$ cat src/rtl/collatz_sweep_ctrl.sv
// Sweeps N over [n_first, n_last], launches the Collatz core per value and keeps the N with the largest count.
// Optional running total of sampled counts on sum_count when COLLATZ_SWEEP_SUM_EN is defined.
module collatz_sweep_ctrl #(
  parameter int N_W     = 8,
  parameter int CNT_W   = 8,
  parameter int TIMEOUT = 1023
) (
  input  logic             clk,
  input  logic             rst_n,
  input  logic             go,
  input  logic [N_W-1:0]   n_first,
  input  logic [N_W-1:0]   n_last,
  output logic [N_W-1:0]   core_n,
  output logic             core_start,
  input  logic             core_busy,
  input  logic [CNT_W-1:0] core_count,
  output logic             active,
  output logic             done,
  output logic             err,
  output logic [N_W-1:0]   best_n,
`ifdef COLLATZ_SWEEP_SUM_EN
  output logic [CNT_W-1:0] best_count,
  output logic [15:0]      sum_count
`else
  output logic [CNT_W-1:0] best_count
`endif
);

  // state | meaning: IDLE reset/idle, WAIT_IDLE core not yet free, LAUNCH start pulse,
  // WAIT_BUSY expect busy ack, RUN core iterating, NEXT compare/advance, DONE sweep finished
  localparam logic [2:0] S_IDLE      = 3'd0;
  localparam logic [2:0] S_WAIT_IDLE = 3'd1;
  localparam logic [2:0] S_LAUNCH    = 3'd2;
  localparam logic [2:0] S_WAIT_BUSY = 3'd3;
  localparam logic [2:0] S_RUN       = 3'd4;
  localparam logic [2:0] S_NEXT      = 3'd5;
  localparam logic [2:0] S_DONE      = 3'd6;

  localparam int TMR_W = (TIMEOUT > 1) ? $clog2(TIMEOUT) : 1;
  localparam logic [TMR_W-1:0] TMR_LOAD = TMR_W'(TIMEOUT - 1);

  logic [2:0]       state_q, state_d;
  logic [N_W-1:0]   cur_q, cur_d;
  logic [N_W-1:0]   last_q, last_d;
  logic [N_W-1:0]   core_n_q, core_n_d;
  logic [N_W-1:0]   best_n_q, best_n_d;
  logic [CNT_W-1:0] best_count_q, best_count_d;
  logic [CNT_W-1:0] cur_count_q, cur_count_d;
  logic [TMR_W-1:0] timer_q, timer_d;
  logic             err_q, err_d;
  logic             core_start_q, active_q, done_q;
`ifdef COLLATZ_SWEEP_SUM_EN
  logic [15:0]      sum_q, sum_d;
  logic [16:0]      sum_add;
  assign sum_add   = {1'b0, sum_q} + 17'(cur_count_q);
  assign sum_count = sum_q;
`endif

  always_comb begin
    state_d      = state_q;
    cur_d        = cur_q;
    last_d       = last_q;
    core_n_d     = core_n_q;
    best_n_d     = best_n_q;
    best_count_d = best_count_q;
    cur_count_d  = cur_count_q;
    timer_d      = timer_q;
    err_d        = err_q;
`ifdef COLLATZ_SWEEP_SUM_EN
    sum_d        = sum_q;
`endif
    case (state_q)
      S_IDLE, S_DONE: begin
        if (go) begin
          cur_d        = n_first;
          last_d       = n_last;
          best_n_d     = '0;
          best_count_d = '0;
          err_d        = 1'b0;
`ifdef COLLATZ_SWEEP_SUM_EN
          sum_d        = '0;
`endif
          if (n_first > n_last) begin
            err_d   = 1'b1;
            state_d = S_DONE;
          end else begin
            state_d = S_WAIT_IDLE;
          end
        end
      end
      S_WAIT_IDLE: begin
        if (!core_busy) begin
          // N=0 has no Collatz trajectory; the core is never asked about it
          if (cur_q == '0) begin
            cur_count_d = '0;
            state_d     = S_NEXT;
          end else begin
            core_n_d = cur_q;
            state_d  = S_LAUNCH;
          end
        end
      end
      S_LAUNCH: state_d = S_WAIT_BUSY;
      S_WAIT_BUSY: begin
        if (core_busy) begin
          timer_d = TMR_LOAD;
          state_d = S_RUN;
        end else begin
          err_d   = 1'b1;
          state_d = S_DONE;
        end
      end
      S_RUN: begin
        // count is valid only on the first idle cycle, so sampling wins over the timeout
        if (!core_busy) begin
          cur_count_d = core_count;
          state_d     = S_NEXT;
        end else if (timer_q == '0) begin
          err_d   = 1'b1;
          state_d = S_DONE;
        end else begin
          timer_d = timer_q - 1'b1;
        end
      end
      S_NEXT: begin
        if (cur_count_q > best_count_q) begin
          best_n_d     = cur_q;
          best_count_d = cur_count_q;
        end
`ifdef COLLATZ_SWEEP_SUM_EN
        sum_d = sum_add[16] ? 16'hFFFF : sum_add[15:0];
`endif
        if (cur_q == last_q) begin
          state_d = S_DONE;
        end else begin
          cur_d   = cur_q + N_W'(1);
          state_d = S_WAIT_IDLE;
        end
      end
      default: state_d = S_IDLE;
    endcase
  end

  always_ff @(posedge clk or negedge rst_n) begin
    if (!rst_n) begin
      state_q      <= S_IDLE;
      cur_q        <= '0;
      last_q       <= '0;
      core_n_q     <= '0;
      best_n_q     <= '0;
      best_count_q <= '0;
      cur_count_q  <= '0;
      timer_q      <= '0;
      err_q        <= 1'b0;
      core_start_q <= 1'b0;
      active_q     <= 1'b0;
      done_q       <= 1'b0;
`ifdef COLLATZ_SWEEP_SUM_EN
      sum_q        <= '0;
`endif
    end else begin
      state_q      <= state_d;
      cur_q        <= cur_d;
      last_q       <= last_d;
      core_n_q     <= core_n_d;
      best_n_q     <= best_n_d;
      best_count_q <= best_count_d;
      cur_count_q  <= cur_count_d;
      timer_q      <= timer_d;
      err_q        <= err_d;
      core_start_q <= (state_d == S_LAUNCH);
      active_q     <= (state_d != S_IDLE) && (state_d != S_DONE);
      done_q       <= (state_d == S_DONE);
`ifdef COLLATZ_SWEEP_SUM_EN
      sum_q        <= sum_d;
`endif
    end
  end

  assign core_n     = core_n_q;
  assign core_start = core_start_q;
  assign active     = active_q;
  assign done       = done_q;
  assign err        = err_q;
  assign best_n     = best_n_q;
  assign best_count = best_count_q;

endmodule

$ cat config.mk
export PLATFORM = sky130hd
export DESIGN_NAME = collatz_sweep_ctrl
export DESIGN_NICKNAME = d
export VERILOG_FILES = /design/src/rtl/collatz_sweep_ctrl.sv
export SDC_FILE = /design/constraint.sdc
export NUM_CORES = 1
export LEC_CHECK = 0
export BUFFER_PORTS_ARGS = -buffer_cell sky130_fd_sc_hd__clkbuf_2
export CAP_MARGIN = 20
export CORE_ASPECT_RATIO = 1.5
export CORE_UTILIZATION = 51
export CTS_CLUSTER_DIAMETER = 200
export CTS_CLUSTER_SIZE = 25
export DETAILED_ROUTE_END_ITERATION = 10
export PLACE_DENSITY = 0.8
export SKIP_CTS_REPAIR_TIMING = 1
export SYNTH_ARGS = -nofsm -noshare
export SYNTH_HDL_FRONTEND = slang
export SYNTH_SLANG_ARGS = --single-unit
$ cat constraint.sdc
create_clock -name clk -period 2.11 [get_ports clk]
set_input_delay 0.633 -clock clk [delete_from_list [all_inputs] [get_ports clk]]
set_output_delay 0.633 -clock clk [all_outputs]
set_load 0.01 [all_outputs]
==> reports/results.txt <==
Hold WS - 0.2792 ns
areal power density over the cells - 1295 nW/um2
Ports - 56
synth warn - 0
clk root buf - clkbuf_8
critical-path maximum fanout - 5
RSZ-0062 raised after global routing - yes
Final Wtd Congestion - 0.8876
Final Hold Viols - 0
Core Area - 6898 um2
cts bufs inserted - 9
DRC - 1
share of cells above drive strength 1 - 30.49%
CTS tree - yes
Peak VDD IR - 706.9 uV
Worst Hold Class - input pin to asynchronous set/reset pin
distinct cell type count after synthesis - 53
HPWL Detailed - 6.576 mm
relative slew slack - 56.04%
crit start category - flop
pre-CTS setup slack - -0.1844 ns
Tot GR Track Use - 25.64%
Max-Cap Viols - 0
pins over their slew limit - 0
Req. time, crit path - 2.34 ns
htree depth - 3
area leader, netlist - dfrtp_1
Leak Pwr - 2.159 nW
Tmin final - 2.171 ns
ant diodes - 0
largest net degree at the start of global routing - 66
final-report setup violation count - 6
post-synth top area share - 44.52%
Syn Std Cell Area - 3654 um2
DR iter-0 viols - 207
worst slew pin tran - 0.6525 ns
Die W - 71.11 um
Clock transition at path regs - 0.07 ns
Main synth FF type - dfrtp_1
Fillers - 528
Synth Register Bits - 65
Nets - 535
Routed wire per std cell - 15.94 um
PortBufs - 55
met1 Use GR - 27.12%
Post-DRT Antenna Nets - 0
CTS sink count - 65
clock tree buffer depth - 2
footprint of the multi-input gates - 1888 um2
vias in the first global route - 3196
failing checks - design-rule violations, negative setup slack
initial antenna violation count - 0
Rows - 37
kind of critical path - flop to flop
skew final - 0.008389 ns
first-pass GRT wire length - 14.70 mm
final WL - 9.083 mm
Max Freq - 460.6 MHz
Die ar. - 7513 um2
Synth Instances - 384
most frequent cell after synthesis - dfrtp_1
Via density - 5.696
Syn Area/Cell - 9.514 um2
Post-synth ARST share - 100.0%
vias - 3247
grt ovf - 0
Commonest cells post-synth - dfrtp_1, nand2_1, inv_1
met3 Usage GRT - 6.405%
Data arrival, critical path - 2.40 ns
initial core utilization - 52.97%
synthesized net count - 431
worst setup margin - -0.06108 ns
top post-synthesis cells by area - dfrtp_1, ha_1, nand2_1
Seq/Total Area, Yosys - 44.52%
Post-synth EDFFs - 0
grt met2 use - 46.84%
clk_lat worst skew - 0.36 ns
most crowded layer after global routing - met2
Critical Path Sink Type - flop
TritonRoute pass-1 iters - 8
Area growth, synth to finish - 27.16%
register area - 1627 um2
Final Cycle Share - 102.9%
status - finished with violations
die height - 105.7 um
[layout make-up]
class | instances | share of cell area [%]
multi-input combinational | 262 | 40.64
sequential | 65 | 35.01
timing repair buffer | 111 | 15.59
inverter | 39 | 3.151
clock buffer | 12 | 3.124
tap | 78 | 2.101
clock inverter | 3 | 0.3771
[power by group]
| group | internal, W | switching (W) | leakage (nW) |
|---|---|---|---|
| clock network | 0.000448 | 0.000481 | 0.0822 |
| logic | 0.00135 | 0.00160 | 1.28 |
| registers | 0.00173 | 0.000407 | 0.797 |
[state kept, by name (all words and copies together), names as in the netlist]
name / flops
timer_q: 10
best_count: 8
best_n: 8
core_n: 8
cur_count_q: 8
cur_q: 8
last_q: 8
state_q: 3
active: 1
core_start: 1
done: 1
err: 1
[per-layer routing]
layer	vias to the layer above	routed length, um
met2	89	5030
met3	25	317
li1	1551	-
met1	1582	3410
met4	0	325
met5	-	0
[metrics by stage]
stage	setup TNS, ns	cell area (um2)	instances	total power, W	util (%)
after floorplan	0	3686	384	0.003859	-
after CTS	-0.3993	4562	567	0.005921	66.13
after global routing	-1.070	4646	570	0.006429	67.35
after detailed placement	-0.4815	4399	552	0.004956	63.78
after global placement	-0.2136	4399	552	0.004854	63.78
final	-0.2272	4646	570	0.006015	67.35
[kinds of logic after synthesis]
group	count (synthesis)	share of synthesized area, %
AOI/OAI and AO/OA	81	15.24
xor gates and xnor gates	18	4.315
adders and majority gates	19	6.507
buffers and inverters	57	6.062
DFF	65	44.52
muxes	23	6.541
and+or+nand+nor	121	16.81
[layout by cell type (no fill, tap or decap), types with 3 or more instances in the layout]
cell      Yosys  final
and3_1        4      4
mux2_2        7      7
o21a_1        3      3
a211oi_1     12     10
xnor2_1      10     10
o22ai_1       3      3
xor2_1        8      8
nand3b_1      5      5
nand2_1      60     60
nor2b_1       3      3
or3_1         3      3
o21ai_0      23     23
nor2_1       12     12
inv_1        39     39
dfrtp_1      65     65
clkbuf_2      0     55
clkbuf_8      0     10
nand3_1       7      7
ha_1         19     19
buf_4         0     53
o211ai_1      3      3
a211oi_2      1      3
a21oi_1      15     15
nand2b_1      4      4
mux2i_1      16     16
nand4_1       5      5
[final timing paths]
kind                       cells past startpoint  slack, ns           from        endpoint
max in group asynchronous                      2       1.54          rst_n       last_q[4]
setup / recovery                               7      -0.06     timer_q[3]      timer_q[7]
hold / removal                                 2       0.28          rst_n       core_n[0]
setup reg to reg                               7      -0.06     timer_q[3]      timer_q[7]
min in group clk                               3       0.50  core_count[5]  cur_count_q[5]
hold reg to reg                                2       0.51      last_q[5]       last_q[5]
[worst max-delay path, stage by stage (launching register included)]
cell and delay, ns:
dfrtp_1 0.39, or4_1 0.52, buf_6 0.16, o41ai_4 0.43, buf_4 0.21, a211oi_2 0.07
xnor2_1 0.20, nand2_1 0.07
No activity file was read; power rests on OpenSTA's default activity.
